[config.mk]
export PLATFORM = sky130hd
export DESIGN_NAME = imem_responder
export DESIGN_NICKNAME = d
export VERILOG_FILES = /design/src/rtl/cpu_pkg.sv /design/src/rtl/imem_array.sv /design/src/rtl/imem_responder.sv
export SDC_FILE = /design/constraint.sdc
export NUM_CORES = 2
export LEC_CHECK = 0
export CAP_MARGIN = 10
export CORE_UTILIZATION = 39
export CTS_BUF_LIST = sky130_fd_sc_hd__clkbuf_8
export DETAILED_ROUTE_END_ITERATION = 8
export GPL_TIMING_DRIVEN = 0
export PLACE_DENSITY = 0.67
export SYNTH_ARGS = -nofsm -noshare
export SYNTH_HDL_FRONTEND = slang
export SYNTH_SLANG_ARGS = --single-unit
[constraint.sdc]
create_clock -name clock -period 3.5 [get_ports clock]
set_input_delay 0.7 -clock clock [delete_from_list [all_inputs] [get_ports clock]]
set_output_delay 0.7 -clock clock [all_outputs]
set_load 0.005 [all_outputs]
[src/rtl/cpu_pkg.sv]
// Shared CPU definitions: instruction width, NOP word and fetch-responder state encoding.
package cpu_pkg;

  localparam int unsigned INSTR_W = 32;

  localparam logic [INSTR_W-1:0] NOP_INSTR = '0;

  typedef enum logic [1:0] {
    S_IDLE = 2'd0,
    S_WAIT = 2'd1,
    S_RESP = 2'd2
  } state_e;

endpackage

[src/rtl/imem_array.sv]
// DEPTH x 32 program store: synchronous write, registered read, read-before-write on collision.
module imem_array
  import cpu_pkg::*;
#(
  parameter int unsigned DEPTH = 64,
  parameter int unsigned AW    = $clog2(DEPTH)
) (
  input  logic               clock_i,
  input  logic               reset_i,
  input  logic               we_i,
  input  logic [AW-1:0]      waddr_i,
  input  logic [INSTR_W-1:0] wdata_i,
  input  logic               re_i,
  input  logic [AW-1:0]      raddr_i,
  output logic [INSTR_W-1:0] rdata_o
);

  logic [INSTR_W-1:0] mem [DEPTH];
  logic [INSTR_W-1:0] rdata_q;

  always_ff @(posedge clock_i) begin
    if (we_i) begin
      mem[waddr_i] <= wdata_i;
    end
  end

  // Storage is not reset; only the read register is, so the response word starts at zero.
  always_ff @(posedge clock_i or posedge reset_i) begin
    if (reset_i) begin
      rdata_q <= '0;
    end else if (re_i) begin
      rdata_q <= mem[raddr_i];
    end
  end

  assign rdata_o = rdata_q;

endmodule

[src/rtl/imem_responder.sv]
// Fetch-side instruction memory responder: fixed wait-state latency, error flagging and flush.
module imem_responder
  import cpu_pkg::*;
#(
  parameter int unsigned      DEPTH = 64,
  parameter int unsigned      WAIT  = 2,
  parameter logic [31:0]      NOP   = NOP_INSTR
) (
  input  logic        clock,
  input  logic        reset,
  input  logic        req_valid,
  input  logic [31:0] req_addr,
  output logic        req_ready,
  input  logic        flush,
  output logic        resp_valid,
  output logic [31:0] resp_instr,
  output logic [31:0] resp_addr,
  output logic        resp_err,
  input  logic        prog_we,
  input  logic [31:0] prog_addr,
  input  logic [31:0] prog_data
);

  localparam int unsigned AW = $clog2(DEPTH);
  // Counter starts at WAIT so the response lands in the cycle after edge k+WAIT+1.
  localparam logic [3:0] CNT_LOAD = 4'(WAIT);

  function automatic logic addr_bad(input logic [31:0] a);
    return (a[1:0] != 2'b00) || (|(a >> (AW + 2)));
  endfunction

  state_e      state_q, state_d;
  logic [3:0]  cnt_q, cnt_d;
  logic [31:0] addr_q, addr_d;
  logic [31:0] resp_addr_q, resp_addr_d;
  logic        resp_err_q, resp_err_d;

  logic        accept;
  logic        rd_fire;
  logic        wr_en;
  logic [31:0] rdata;

  assign req_ready  = (state_q == S_IDLE) || (state_q == S_RESP);
  assign resp_valid = (state_q == S_RESP) && !flush;
  assign accept     = req_valid && req_ready;
  assign rd_fire    = (state_q == S_WAIT) && (cnt_q == '0) && !flush;
  assign wr_en      = prog_we && !addr_bad(prog_addr);

  always_comb begin
    state_d     = state_q;
    cnt_d       = cnt_q;
    addr_d      = addr_q;
    resp_addr_d = resp_addr_q;
    resp_err_d  = resp_err_q;
    case (state_q)
      S_IDLE: begin
        if (accept) begin
          state_d = S_WAIT;
          cnt_d   = CNT_LOAD;
          addr_d  = req_addr;
        end
      end
      S_WAIT: begin
        if (flush) begin
          state_d = S_IDLE;
        end else if (cnt_q == '0) begin
          state_d     = S_RESP;
          resp_addr_d = addr_q;
          resp_err_d  = addr_bad(addr_q);
        end else begin
          cnt_d = cnt_q - 4'd1;
        end
      end
      S_RESP: begin
        if (accept) begin
          state_d = S_WAIT;
          cnt_d   = CNT_LOAD;
          addr_d  = req_addr;
        end else begin
          state_d = S_IDLE;
        end
      end
      default: state_d = S_IDLE;
    endcase
  end

  always_ff @(posedge clock or posedge reset) begin
    if (reset) begin
      state_q     <= S_IDLE;
      cnt_q       <= '0;
      addr_q      <= '0;
      resp_addr_q <= '0;
      resp_err_q  <= 1'b0;
    end else begin
      state_q     <= state_d;
      cnt_q       <= cnt_d;
      addr_q      <= addr_d;
      resp_addr_q <= resp_addr_d;
      resp_err_q  <= resp_err_d;
    end
  end

  imem_array #(
    .DEPTH (DEPTH),
    .AW    (AW)
  ) u_array (
    .clock_i (clock),
    .reset_i (reset),
    .we_i    (wr_en),
    .waddr_i (prog_addr[AW+1:2]),
    .wdata_i (prog_data),
    .re_i    (rd_fire),
    .raddr_i (addr_q[AW+1:2]),
    .rdata_o (rdata)
  );

  assign resp_instr = resp_err_q ? NOP : rdata;
  assign resp_addr  = resp_addr_q;
  assign resp_err   = resp_err_q;

endmodule

==> flow_summary.html <==
<table>
<tr><th>Metric</th><th>Value</th></tr>
<tr><th colspan="2">Logic synthesis</th></tr>
<tr><td>Combined area of all synthesized cells</td><td>83000 um^2</td></tr>
<tr><td>Main synth FF type</td><td>sky130_fd_sc_hd__edfxtp_1</td></tr>
<tr><td>Mean cell area of the mapped netlist</td><td>19.6 um^2</td></tr>
<tr><td>Proportion of synthesized chip area in sequential cells</td><td>0.772</td></tr>
<tr><td>Number of unique standard cell types used by synthesis</td><td>38</td></tr>
<tr><td>Proportion of synthesized flip-flops having asynchronous set or reset</td><td>0.0479</td></tr>
<tr><td>Net Count, Synth</td><td>4348</td></tr>
<tr><td>Synth Instances</td><td>4245</td></tr>
<tr><td>Number of storage elements in the synthesis netlist</td><td>2151</td></tr>
<tr><td>Number of enable flip-flop cells after synthesis</td><td>2048</td></tr>
<tr><td>Total number of yosys warnings</td><td>0</td></tr>
<tr><th colspan="2">Clock network</th></tr>
<tr><td>Clock latency reported for the late side of the worst-skew pair</td><td>1.04 ns</td></tr>
<tr><td>Number of clock buffers inserted by TritonCTS</td><td>347</td></tr>
<tr><td>Clock net sink count</td><td>2151</td></tr>
<tr><td>Clock Root Buffer</td><td>sky130_fd_sc_hd__clkbuf_8</td></tr>
<tr><td>Maximum root-to-sink buffer count</td><td>4</td></tr>
<tr><td>Clock H-tree levels</td><td>5</td></tr>
<tr><td>TritonCTS clock tree</td><td>built</td></tr>
<tr><td>Clock transition at path regs</td><td>0.06 ns</td></tr>
<tr><th colspan="2">Placement</th></tr>
<tr><td>Half-perimeter wire length after detailed placement</td><td>152000 um</td></tr>
<tr><td>Post-Place Cells</td><td>7327</td></tr>
<tr><td>Port Buffer Count</td><td>164</td></tr>
<tr><td>RePlAce Congestion</td><td>0.938</td></tr>
<tr><th colspan="2">Floorplanning</th></tr>
<tr><td>Die Outline Area</td><td>215000 um^2</td></tr>
<tr><td>Width of the chip</td><td>463 um</td></tr>
<tr><td>Placeable core region</td><td>212000 um^2</td></tr>
<tr><td>Floorplan row count</td><td>169</td></tr>
<tr><td>IO Count</td><td>168</td></tr>
<tr><td>Effective utilization at floorplan</td><td>0.392</td></tr>
<tr><td>Die outline height</td><td>463 um</td></tr>
<tr><th colspan="2">Job</th></tr>
<tr><td>Count of max-cap constraint violations</td><td>0</td></tr>
<tr><th colspan="2">Worst hold path</th></tr>
<tr><td>Startpoint of the worst hold path</td><td>prog_data[17]</td></tr>
<tr><td>Hold Path Stages</td><td>1</td></tr>
<tr><td>Hold Crit Endpoint</td><td>u_array.mem[43][17]</td></tr>
<tr><td>Class of the worst hold path</td><td>primary input to flip-flop</td></tr>
<tr><th colspan="2">Power and ir drop</th></tr>
<tr><td>Power per standard cell area</td><td>690 nW/um^2</td></tr>
<tr><td>Peak supply drop</td><td>583 uV</td></tr>
<tr><td>Leakage power total</td><td>32.1 nW</td></tr>
<tr><th colspan="2">Worst setup path</th></tr>
<tr><td>Register-to-register setup slack</td><td>-0.15 ns</td></tr>
<tr><td>Slowest cell on the critical path</td><td>sky130_fd_sc_hd__nor3_2</td></tr>
<tr><td>Worst flop-to-flop path startpoint</td><td>addr_q[2]</td></tr>
<tr><td>Nature of the critical path endpoint</td><td>flip-flop</td></tr>
<tr><td>CP Cell Sequence</td><td>buf_2, buf_6, buf_4, buf_4, buf_2, mux2_2, o22ai_2, nor3_2, a221o_1</td></tr>
<tr><td>Worst path required time</td><td>4.47 ns</td></tr>
<tr><td>R2R depth</td><td>9</td></tr>
<tr><td>CP Max Fanout</td><td>10</td></tr>
<tr><td>Kind of start point of the critical path</td><td>flip-flop</td></tr>
<tr><td>Crit path launch</td><td>addr_q[2]</td></tr>
<tr><td>CP arrival</td><td>4.62 ns</td></tr>
<tr><td>Reg-to-reg endpoint</td><td>u_array.rdata_o[10]</td></tr>
<tr><td>Worst setup path class</td><td>flip-flop to flip-flop</td></tr>
<tr><td>Maximum single-stage delay on the critical path</td><td>0.76 ns</td></tr>
<tr><th colspan="2">Timing</th></tr>
<tr><td>Slew Viols, Final</td><td>0</td></tr>
<tr><td>Count of endpoints failing hold in the final timing report</td><td>0</td></tr>
<tr><td>Final worst path period need</td><td>3.65 ns</td></tr>
<tr><td>Setup repair after global routing missed its margin</td><td>yes</td></tr>
<tr><td>Worst-case headroom to the max-slew limit</td><td>0.208</td></tr>
<tr><td>Tightest Pin Transition</td><td>1.19 ns</td></tr>
<tr><td>Maximum clock frequency</td><td>0.274 GHz</td></tr>
<tr><td>Count of endpoints failing setup in the final report</td><td>12</td></tr>
<tr><td>Final critical-path setup slack</td><td>-0.150 ns</td></tr>
<tr><td>Period utilisation layout</td><td>1.04</td></tr>
<tr><td>Clock tree skew after final layout</td><td>0.0661 ns</td></tr>
<tr><th colspan="2">Route</th></tr>
<tr><td>Routed wire length per instance</td><td>28.5 um</td></tr>
<tr><td>WL final</td><td>226000 um</td></tr>
<tr><td>Routed via count</td><td>44500</td></tr>
<tr><td>Violation count after the first detailed-routing iteration</td><td>5777</td></tr>
<tr><td>Pre-antenna DRT Iters</td><td>8</td></tr>
<tr><td>Highest metal used</td><td>met5</td></tr>
<tr><td>DRC viols</td><td>0</td></tr>
<tr><td>Antenna-violating nets left</td><td>0</td></tr>
<tr><td>Met3 WL</td><td>21900 um</td></tr>
<tr><td>Wire length on met1</td><td>89900 um</td></tr>
<tr><td>Routed wl met2</td><td>105000 um</td></tr>
<tr><td>Average vias per placed instance</td><td>5.61</td></tr>
<tr><th colspan="2">Final layout</th></tr>
<tr><td>Synthesis-to-finish area growth</td><td>17.1%</td></tr>
<tr><td>Filler Cell Count</td><td>17500</td></tr>
<tr><td>Share of cells above drive strength 1</td><td>0.237</td></tr>
<tr><td>Commonest non-fill, non-tap cell in the layout</td><td>sky130_fd_sc_hd__edfxtp_1</td></tr>
<tr><td>Number of non-filler instances in the completed layout</td><td>7925</td></tr>
<tr><td>Most frequent cells in the layout</td><td>sky130_fd_sc_hd__edfxtp_1, sky130_fd_sc_hd__mux2i_1, sky130_fd_sc_hd__clkbuf_8</td></tr>
<tr><td>Post-Route Utilization</td><td>0.459</td></tr>
<tr><td>Final net count</td><td>4969</td></tr>
<tr><th colspan="2">Global route</th></tr>
<tr><td>GRT Residual Overflow</td><td>0</td></tr>
<tr><td>First-pass GRT wire length</td><td>319000 um</td></tr>
<tr><td>Pin count of the biggest net entering global routing</td><td>65</td></tr>
<tr><td>Total routing usage reported by global routing</td><td>0.207</td></tr>
<tr><td>Antenna violations before repair</td><td>19</td></tr>
<tr><td>Number of global-route vias before repair</td><td>44600</td></tr>
<tr><th colspan="2">Run status</th></tr>
<tr><td>Violated checks</td><td>setup timing</td></tr>
<tr><td>Result of the run</td><td>complete, but fails checks</td></tr>
</table>
[critical path, delay by kind of cell (launching register included)]
kind | cells | cell delay [ns]
AND/OR/NAND/NOR | 1 | 0.76
AO/OA/AOI/OAI | 2 | 0.39
multiplexers | 1 | 0.22
buffers and inverters | 5 | 1.64
flip-flops | 1 | 0.54
[sequential cells by signal (all words and copies together), names as in the netlist]
name             flops
resp_err             1
state_q              2
addr_q              32
u_array.rdata_o     32
resp_addr           32
cnt_q                4
u_array.mem       2048
[final cells by class]
cell class	instances	area [um^2]	area share
Sequential cell	2151	64100	0.659
Multi-Input combinational cell	1841	18500	0.190
Clock buffer	361	4970	0.0511
Timing Repair Buffer	273	3760	0.0387
Tap cell	2821	3530	0.0363
Buffer	246	1350	0.0139
Clock inverter	217	1010	0.0104
Inverter	6	25.0	0.000257
Antenna cell	9	22.5	0.000232
[layer usage]
layer / global-route usage / vias to the layer above
met3: 0.0459 / 420
met1: 0.281 / 23100
li1: - / 18500
met5: 0 / -
met2: 0.324 / 2397
met4: 0.0850 / 8
[report_power, final]
group	switching (mW)	total [mW]	internal, mW	leakage [nW]
clock network	9.55	19.4	9.83	3.46
logic	11.2	18.6	7.42	8.93
registers	0.494	29.1	28.6	19.7
total	21.3	67.1	45.9	32.1
[metrics by stage]
step	setup WS, ns	cell area [um^2]	setup TNS (ns)	power [mW]	hold slack [ns]
after floorplan	-0.0180	83000	-7.13	40.3	0.459
after global placement	-3.51	88200	-6773.35	47.3	0.463
after detailed placement	-1.73	90600	-2855.18	47.6	0.461
after CTS	-0.0242	97100	-0.0261	67.0	0.00604
after global routing	-0.0962	97200	-0.745	69.3	0.0620
final	-0.150	97300	-0.665	67.1	0.116
[worst max-delay path by stage]
stage	end	slack [ns]
6_report	u_array.rdata_o[10]	-0.15
5_1_grt	u_array.rdata_o[6]	-0.1
4_1_cts	resp_instr[6]	-0.02
3_5_place_dp	u_array.mem[55][4]	-1.73
2_1_floorplan	u_array.mem[63][0]	-0.02
3_3_place_gp	u_array.mem[37][1]	-3.51
[kinds of logic after synthesis]
family | count (synthesis) | share of synthesized area
DFF | 2151 | 0.772
xor gates and xnor gates | 2 | 0.000211
AOI/OAI and AO/OA | 388 | 0.0335
adders and majority gates | 2 | 0.000301
buffers and inverters | 253 | 0.0156
muxes | 896 | 0.148
and+or+nand+nor | 553 | 0.0302
[cell usage after synthesis (all sizes together), types with 32 or more instances]
master	count	area, um^2
a22oi	226	1700
clkbuf	104	390
nor3	36	180
nor2b	38	238
mux2i	515	5150
nand3	102	510
nand2	243	912
a31oi	32	200
nor2	74	278
mux4	256	5770
mux2	125	1410
dfrtp	103	2580
edfxtp	2048	61500
o22ai	62	388
buf	143	878
[what timing repair did]
action                                   CTS  global route
hold endpoints to repair                  28             0
endpoints found under the setup margin  1993           164
buffers inserted                           9             0
hold buffers                               3             0
resized for setup                         91            47
pin swaps                                  2             2
Note: power is estimated with default switching activity, not from simulation.
